--- src/rtl/add_seq_pkg.sv ---
// ============================================================================
// add_seq_pkg : shared constants and state type for the sequential adder
// Revision    : 1.0 - initial release
// ============================================================================
`default_nettype none

package add_seq_pkg;

    localparam int SLICE_W = 4;

    typedef enum logic [1:0] {
        IDLE = 2'd0,
        RUN  = 2'd1,
        DONE = 2'd2
    } state_t;

endpackage

`default_nettype wire

--- src/rtl/multiword_adder_seq_rca4_slice.sv ---
// ============================================================================
// rca4_slice : combinational 4-bit ripple-carry adder slice
// Optional   : ADD_SEQ_OVERFLOW_EN exposes c3, the carry into the slice MSB
// Revision   : 1.0 - initial release
// ============================================================================
`default_nettype none

module rca4_slice
    import add_seq_pkg::*;
(
    input  logic [SLICE_W-1:0] a,
    input  logic [SLICE_W-1:0] b,
    input  logic               cin,
    output logic [SLICE_W-1:0] sum,
`ifdef ADD_SEQ_OVERFLOW_EN
    output logic               c3,
`endif
    output logic               cout
);

    logic carry;

    always_comb begin
        sum   = '0;
        carry = cin;
`ifdef ADD_SEQ_OVERFLOW_EN
        c3    = 1'b0;
`endif
        for (int i = 0; i < SLICE_W; i++) begin
`ifdef ADD_SEQ_OVERFLOW_EN
            if (i == SLICE_W - 1) c3 = carry;
`endif
            sum[i] = a[i] ^ b[i] ^ carry;
            carry  = (a[i] & b[i]) | (carry & (a[i] ^ b[i]));
        end
        cout = carry;
    end

endmodule

`default_nettype wire

--- src/rtl/multiword_adder_seq.sv ---
// ============================================================================
// multiword_adder_seq : WIDTH-bit adder time-multiplexed over one 4-bit slice
// Optional            : ADD_SEQ_OVERFLOW_EN adds the signed-overflow output ovf
// Revision            : 1.0 - initial release
// ============================================================================
`default_nettype none

module multiword_adder_seq
    import add_seq_pkg::*;
#(
    parameter int WIDTH = 16
) (
    input  logic             clk,
    input  logic             reset,
    input  logic             in_valid,
    output logic             in_ready,
    input  logic [WIDTH-1:0] a,
    input  logic [WIDTH-1:0] b,
    input  logic             cin,
    output logic             out_valid,
    input  logic             out_ready,
    output logic [WIDTH-1:0] sum,
`ifdef ADD_SEQ_OVERFLOW_EN
    output logic             ovf,
`endif
    output logic             cout
);

    localparam int NSLICE = WIDTH / SLICE_W;
    localparam int IDXW   = $clog2(NSLICE);
    localparam logic [IDXW-1:0] LAST_IDX = IDXW'(NSLICE - 1);

    state_t             state;
    logic [IDXW-1:0]    idx;
    logic [WIDTH-1:0]   a_r;
    logic [WIDTH-1:0]   b_r;
    logic               carry_r;

    logic [SLICE_W-1:0] slice_a;
    logic [SLICE_W-1:0] slice_b;
    logic [SLICE_W-1:0] slice_sum;
    logic               slice_cout;

    assign slice_a = a_r[int'(idx) * SLICE_W +: SLICE_W];
    assign slice_b = b_r[int'(idx) * SLICE_W +: SLICE_W];

`ifdef ADD_SEQ_OVERFLOW_EN
    logic slice_c3;
`endif

    rca4_slice u_slice (
        .a    (slice_a),
        .b    (slice_b),
        .cin  (carry_r),
        .sum  (slice_sum),
`ifdef ADD_SEQ_OVERFLOW_EN
        .c3   (slice_c3),
`endif
        .cout (slice_cout)
    );

    // Handshake outputs depend on the state register only
    assign in_ready  = (state == IDLE);
    assign out_valid = (state == DONE);

    always_ff @(posedge clk or posedge reset) begin
        if (reset) begin
            state   <= IDLE;
            idx     <= '0;
            a_r     <= '0;
            b_r     <= '0;
            carry_r <= 1'b0;
            sum     <= '0;
            cout    <= 1'b0;
`ifdef ADD_SEQ_OVERFLOW_EN
            ovf     <= 1'b0;
`endif
        end else begin
            case (state)
                IDLE: begin
                    if (in_valid) begin
                        a_r     <= a;
                        b_r     <= b;
                        carry_r <= cin;
                        idx     <= '0;
                        state   <= RUN;
                    end
                end
                RUN: begin
                    sum[int'(idx) * SLICE_W +: SLICE_W] <= slice_sum;
                    carry_r <= slice_cout;
                    if (idx == LAST_IDX) begin
                        cout  <= slice_cout;
`ifdef ADD_SEQ_OVERFLOW_EN
                        ovf   <= slice_c3 ^ slice_cout;
`endif
                        state <= DONE;
                    end else begin
                        idx <= idx + 1'b1;
                    end
                end
                DONE: begin
                    if (out_ready) state <= IDLE;
                end
                default: state <= IDLE;
            endcase
        end
    end

endmodule

`default_nettype wire

--- config.mk ---
export PLATFORM = sky130hd
export DESIGN_NAME = multiword_adder_seq
export DESIGN_NICKNAME = d
export VERILOG_FILES = /design/src/rtl/add_seq_pkg.sv /design/src/rtl/multiword_adder_seq_rca4_slice.sv /design/src/rtl/multiword_adder_seq.sv
export SDC_FILE = /design/constraint.sdc
export NUM_CORES = 1
export LEC_CHECK = 0
export ABC_AREA = 1
export BUFFER_PORTS_ARGS = -buffer_cell sky130_fd_sc_hd__buf_2
export CORE_MARGIN = 4
export CORE_UTILIZATION = 45
export DETAILED_ROUTE_END_ITERATION = 12
export PLACE_DENSITY = 0.69
export SYNTH_ARGS = -nofsm -noshare
export SYNTH_HDL_FRONTEND = slang
export SYNTH_SLANG_ARGS = --single-unit
export TNS_END_PERCENT = 10
--- constraint.sdc ---
create_clock -name clk -period 3.5 [get_ports clk]
set_input_delay 0.175 -clock clk [delete_from_list [all_inputs] [get_ports clk]]
set_output_delay 0.175 -clock clk [all_outputs]
set_load 0.1 [all_outputs]
==> summary.txt <==
Timing
  • Hold Fails Final Rpt: 0
  • Worst relative slew slack: 26.2%
  • Clock period minus final worst setup slack: 3.06 ns
  • Fin crit share: 87.5%
  • Post-Route Setup TNS: 0 ns
  • Fmax: 327 MHz
  • Final Setup Violations: 0
  • RSZ-0062 raised after global routing: false
  • Layout Skew: 0.00295 ns
  • Worst-Margin Slew: 1.11 ns
  • Final Max Tran Viols: 0

CTS
  • H-Tree Depth: 2
  • Clock sinks: 54
  • CTS Root Buffer Type: clkbuf_8
  • Max Root-Sink Buffers: 2
  • TritonCTS Buffers: 5
  • Worst-Skew Late Latency: 0.30 ns
  • CTS tree: built
  • Post-CTS Setup Bufs: 0
  • Hold buffer count at cts: 0
  • PostCTS Resize Cnt: 0
  • Clock transition at the registers of the reported paths: 0.09 ns

Logic synthesis
  • Synth top area share: 49.1%
  • Cells after Synth: 346
  • Sequential-to-total area share from yosys stat: 49.1%
  • Syn Area/Cell: 7.96 sq um
  • Syn_nets: 393
  • Synth area leader: dfrtp_1
  • Most common cell in the netlist: nand2_1
  • Synth Area in Compound Gates: 3.18%
  • Post-synthesis adder-cell area fraction: 5.63%
  • Simple-gate portion of the synthesized area: 35.2%
  • Most frequent cells after synthesis: nand2_1, nand3_1, dfrtp_1
  • EDFF count, synth: 0
  • Seq cells post-synth: 54
  • Yosys warnings: 0
  • Multiplexer share of the synthesized area: 0%
  • Ys flop type: dfrtp_1
  • Syn Std Cell Area: 2750 sq um
  • Synth cell types: 21
  • Main combinational cell family by area after synthesis: simple AND/OR/NAND/NOR gates
  • Post-synthesis xor/xnor area fraction: 0%
  • Asr flop ratio synth: 100%
  • Ranking of synthesized cells by area: dfrtp_1, nand2_1, nand3_1

Outcome
  • Outcome: finished clean

Setup path
  • Crit path arrival time: 3.28 ns
  • R2R Path End: sum[7]$_DFFE_PP0P_
  • CP required: 3.72 ns
  • Critical-path cell list: clkinv_1 > o211ai_1 > nand2_1 > fa_1 > inv_1 > fa_1 > fa_1 > inv_1 > fa_1 > nand3_1 > o21ai_0
  • R2R cell count: 11
  • Crit path max-delay cell type: dfrtp_1
  • Critical path endpoint category: flop
  • Startpoint Class: flop
  • Flop2flop setup slack: 0.44 ns
  • CP startpoint: idx[1]$_DFFE_PP0P_
  • Reg2reg start: idx[1]$_DFFE_PP0P_
  • Critical path class: reg2reg
  • Slowest stage delay, CP: 0.59 ns
  • Most used cell, CP: fa_1
  • Critical path fanouts, max: 13
  • CP endpoint: sum[7]$_DFFE_PP0P_

Job
  • Number of max-cap violations: 0

Global routing
  • Initial antenna violation count: 0
  • Vias in the first global route: 2379
  • First-pass GRT wire length: 10.4 mm
  • Largest net degree at the start of global routing: 55
  • Global route overflow: 0
  • Tot GR Track Use: 17.2%

Routing
  • TritonRoute pass-1 iters: 4
  • Via density: 4.90
  • Final ANT Viol Nets: 0
  • Wire length per cell: 12.4 um
  • Initial DRC count: 86
  • Total Wirelength: 5.80 mm
  • # DRC: 0
  • Via count: 2292

Finish
  • Syn-to-layout area delta: 14.2%
  • Non-filler cells, final: 468
  • Fraction of layout cells with a size suffix above 1: 18.1%
  • Ant diodes: 0
  • Fillers: 599
  • Nets: 440

Die
  • Chip height: 86.2 um
  • Die X: 86.2 um
  • FP Rows: 28
  • Initial Utilization: 46.5%
  • Die area: 7440 sq um
  • I/O pins: 56
  • CORE AREA: 5920 sq um

Power
  • Peak supply drop: 0.532 mV
  • PD cells: 1120 nW/um^2
  • LEAKAGE: 1.78 nW

Placed design
  • Final Wtd Congestion: 0.874
  • Dpl cells: 461
  • Port Buffers: 55
  • Post-DP HPWL: 4.21 mm

Hold path
  • HP Class: in2reg
## flip-flops by register name (all words and copies together), names as in the netlist
register / cells
state: 2
a_r: 16
b_r: 16
idx: 2
cout: 1
carry_r: 1
sum: 16
## cells in the final DEF (no fill, tap or decap)
cell type / count
nand2_1: 151
nand2_4: 2
buf_4: 1
bufinv_16: 1
buf_2: 55
o21ai_0: 10
dfrtp_1: 54
nor2_1: 12
inv_2: 3
clkbuf_8: 6
inv_1: 21
o31ai_1: 1
ha_1: 6
nand3_2: 1
o211ai_1: 4
nor2_8: 1
nand3_1: 56
nor2_4: 1
fa_1: 4
clkinv_1: 1
nand4_1: 2
## per-stage QoR
stage               hold slack (ns)  utilization, %  worst slack [ns]  power, mW  cell area (sq um)
floorplan                     0.273               -             0.689       2.73               2750
global placement              0.367            51.2             0.567       3.08               3030
detailed placement            0.372            51.2             0.444       3.12               3030
CTS                          0.0422            53.1             0.419       3.55               3150
global route                 0.0368            53.1             0.186       3.84               3150
finish                       0.0451            53.1             0.437       3.52               3150
## cells by family after synthesis
| kind of cell | after synthesis |
|---|---|
| and+or+nand+nor | 226 |
| buffers and inverters | 41 |
| DFF | 54 |
| AOI/OAI and AO/OA | 15 |
| adders and majority gates | 10 |
## where the power goes
part | internal (mW) | switching, mW
Clock | 0.229 | 0.193
Sequential | 0.886 | 0.208
Combinational | 0.553 | 1.45
Total | 1.67 | 1.85
## worst max-delay path, delay by kind of cell (launching register included)
kind                     cells  cell delay [ns]
flip-flops                   1             0.59
adder cells (fa/ha/maj)      4             1.26
AND/OR/NAND/NOR              2             0.20
buffers and inverters        3             0.51
AO/OA/AOI/OAI                2             0.41
## final cells by class
class	count	area (sq um)	area share (%)
clock buffer	6	82.6	2.63
clock inverter	1	30.0	0.955
inverter	25	93.8	2.98
multi-input combinational	251	1210	38.5
sequential	54	1350	43.0
tap	75	93.8	2.98
timing repair buffer	56	283	8.99
## worst min-delay path by stage
stage | start | to | depth (start not counted)
detailed placement | out_ready | state[1]$_DFFE_PP0P_ | 2
CTS | out_ready | state[1]$_DFFE_PP0P_ | 2
global route | out_ready | state[1]$_DFFE_PP0P_ | 2
floorplan | out_ready | state[1]$_DFFE_PP0P_ | 1
global placement | out_ready | state[1]$_DFFE_PP0P_ | 2
finish | out_ready | state[1]$_DFFE_PP0P_ | 2
## per-layer routing
| layer | GRT usage [%] | up-vias | wire (um) | part of all wire [%] |
|---|---|---|---|---|
| met3 | 4.09 | 5 | 317 | 5.5 |
| met2 | 29.3 | 49 | 2620 | 45 |
| met5 | 0 | - | 0 | 0 |
| met4 | 3.82 | 0 | 57 | 0.98 |
| met1 | 22.4 | 1059 | 2800 | 48 |
| li1 | - | 1179 | - | - |
No activity file was read; power rests on OpenSTA's default activity.
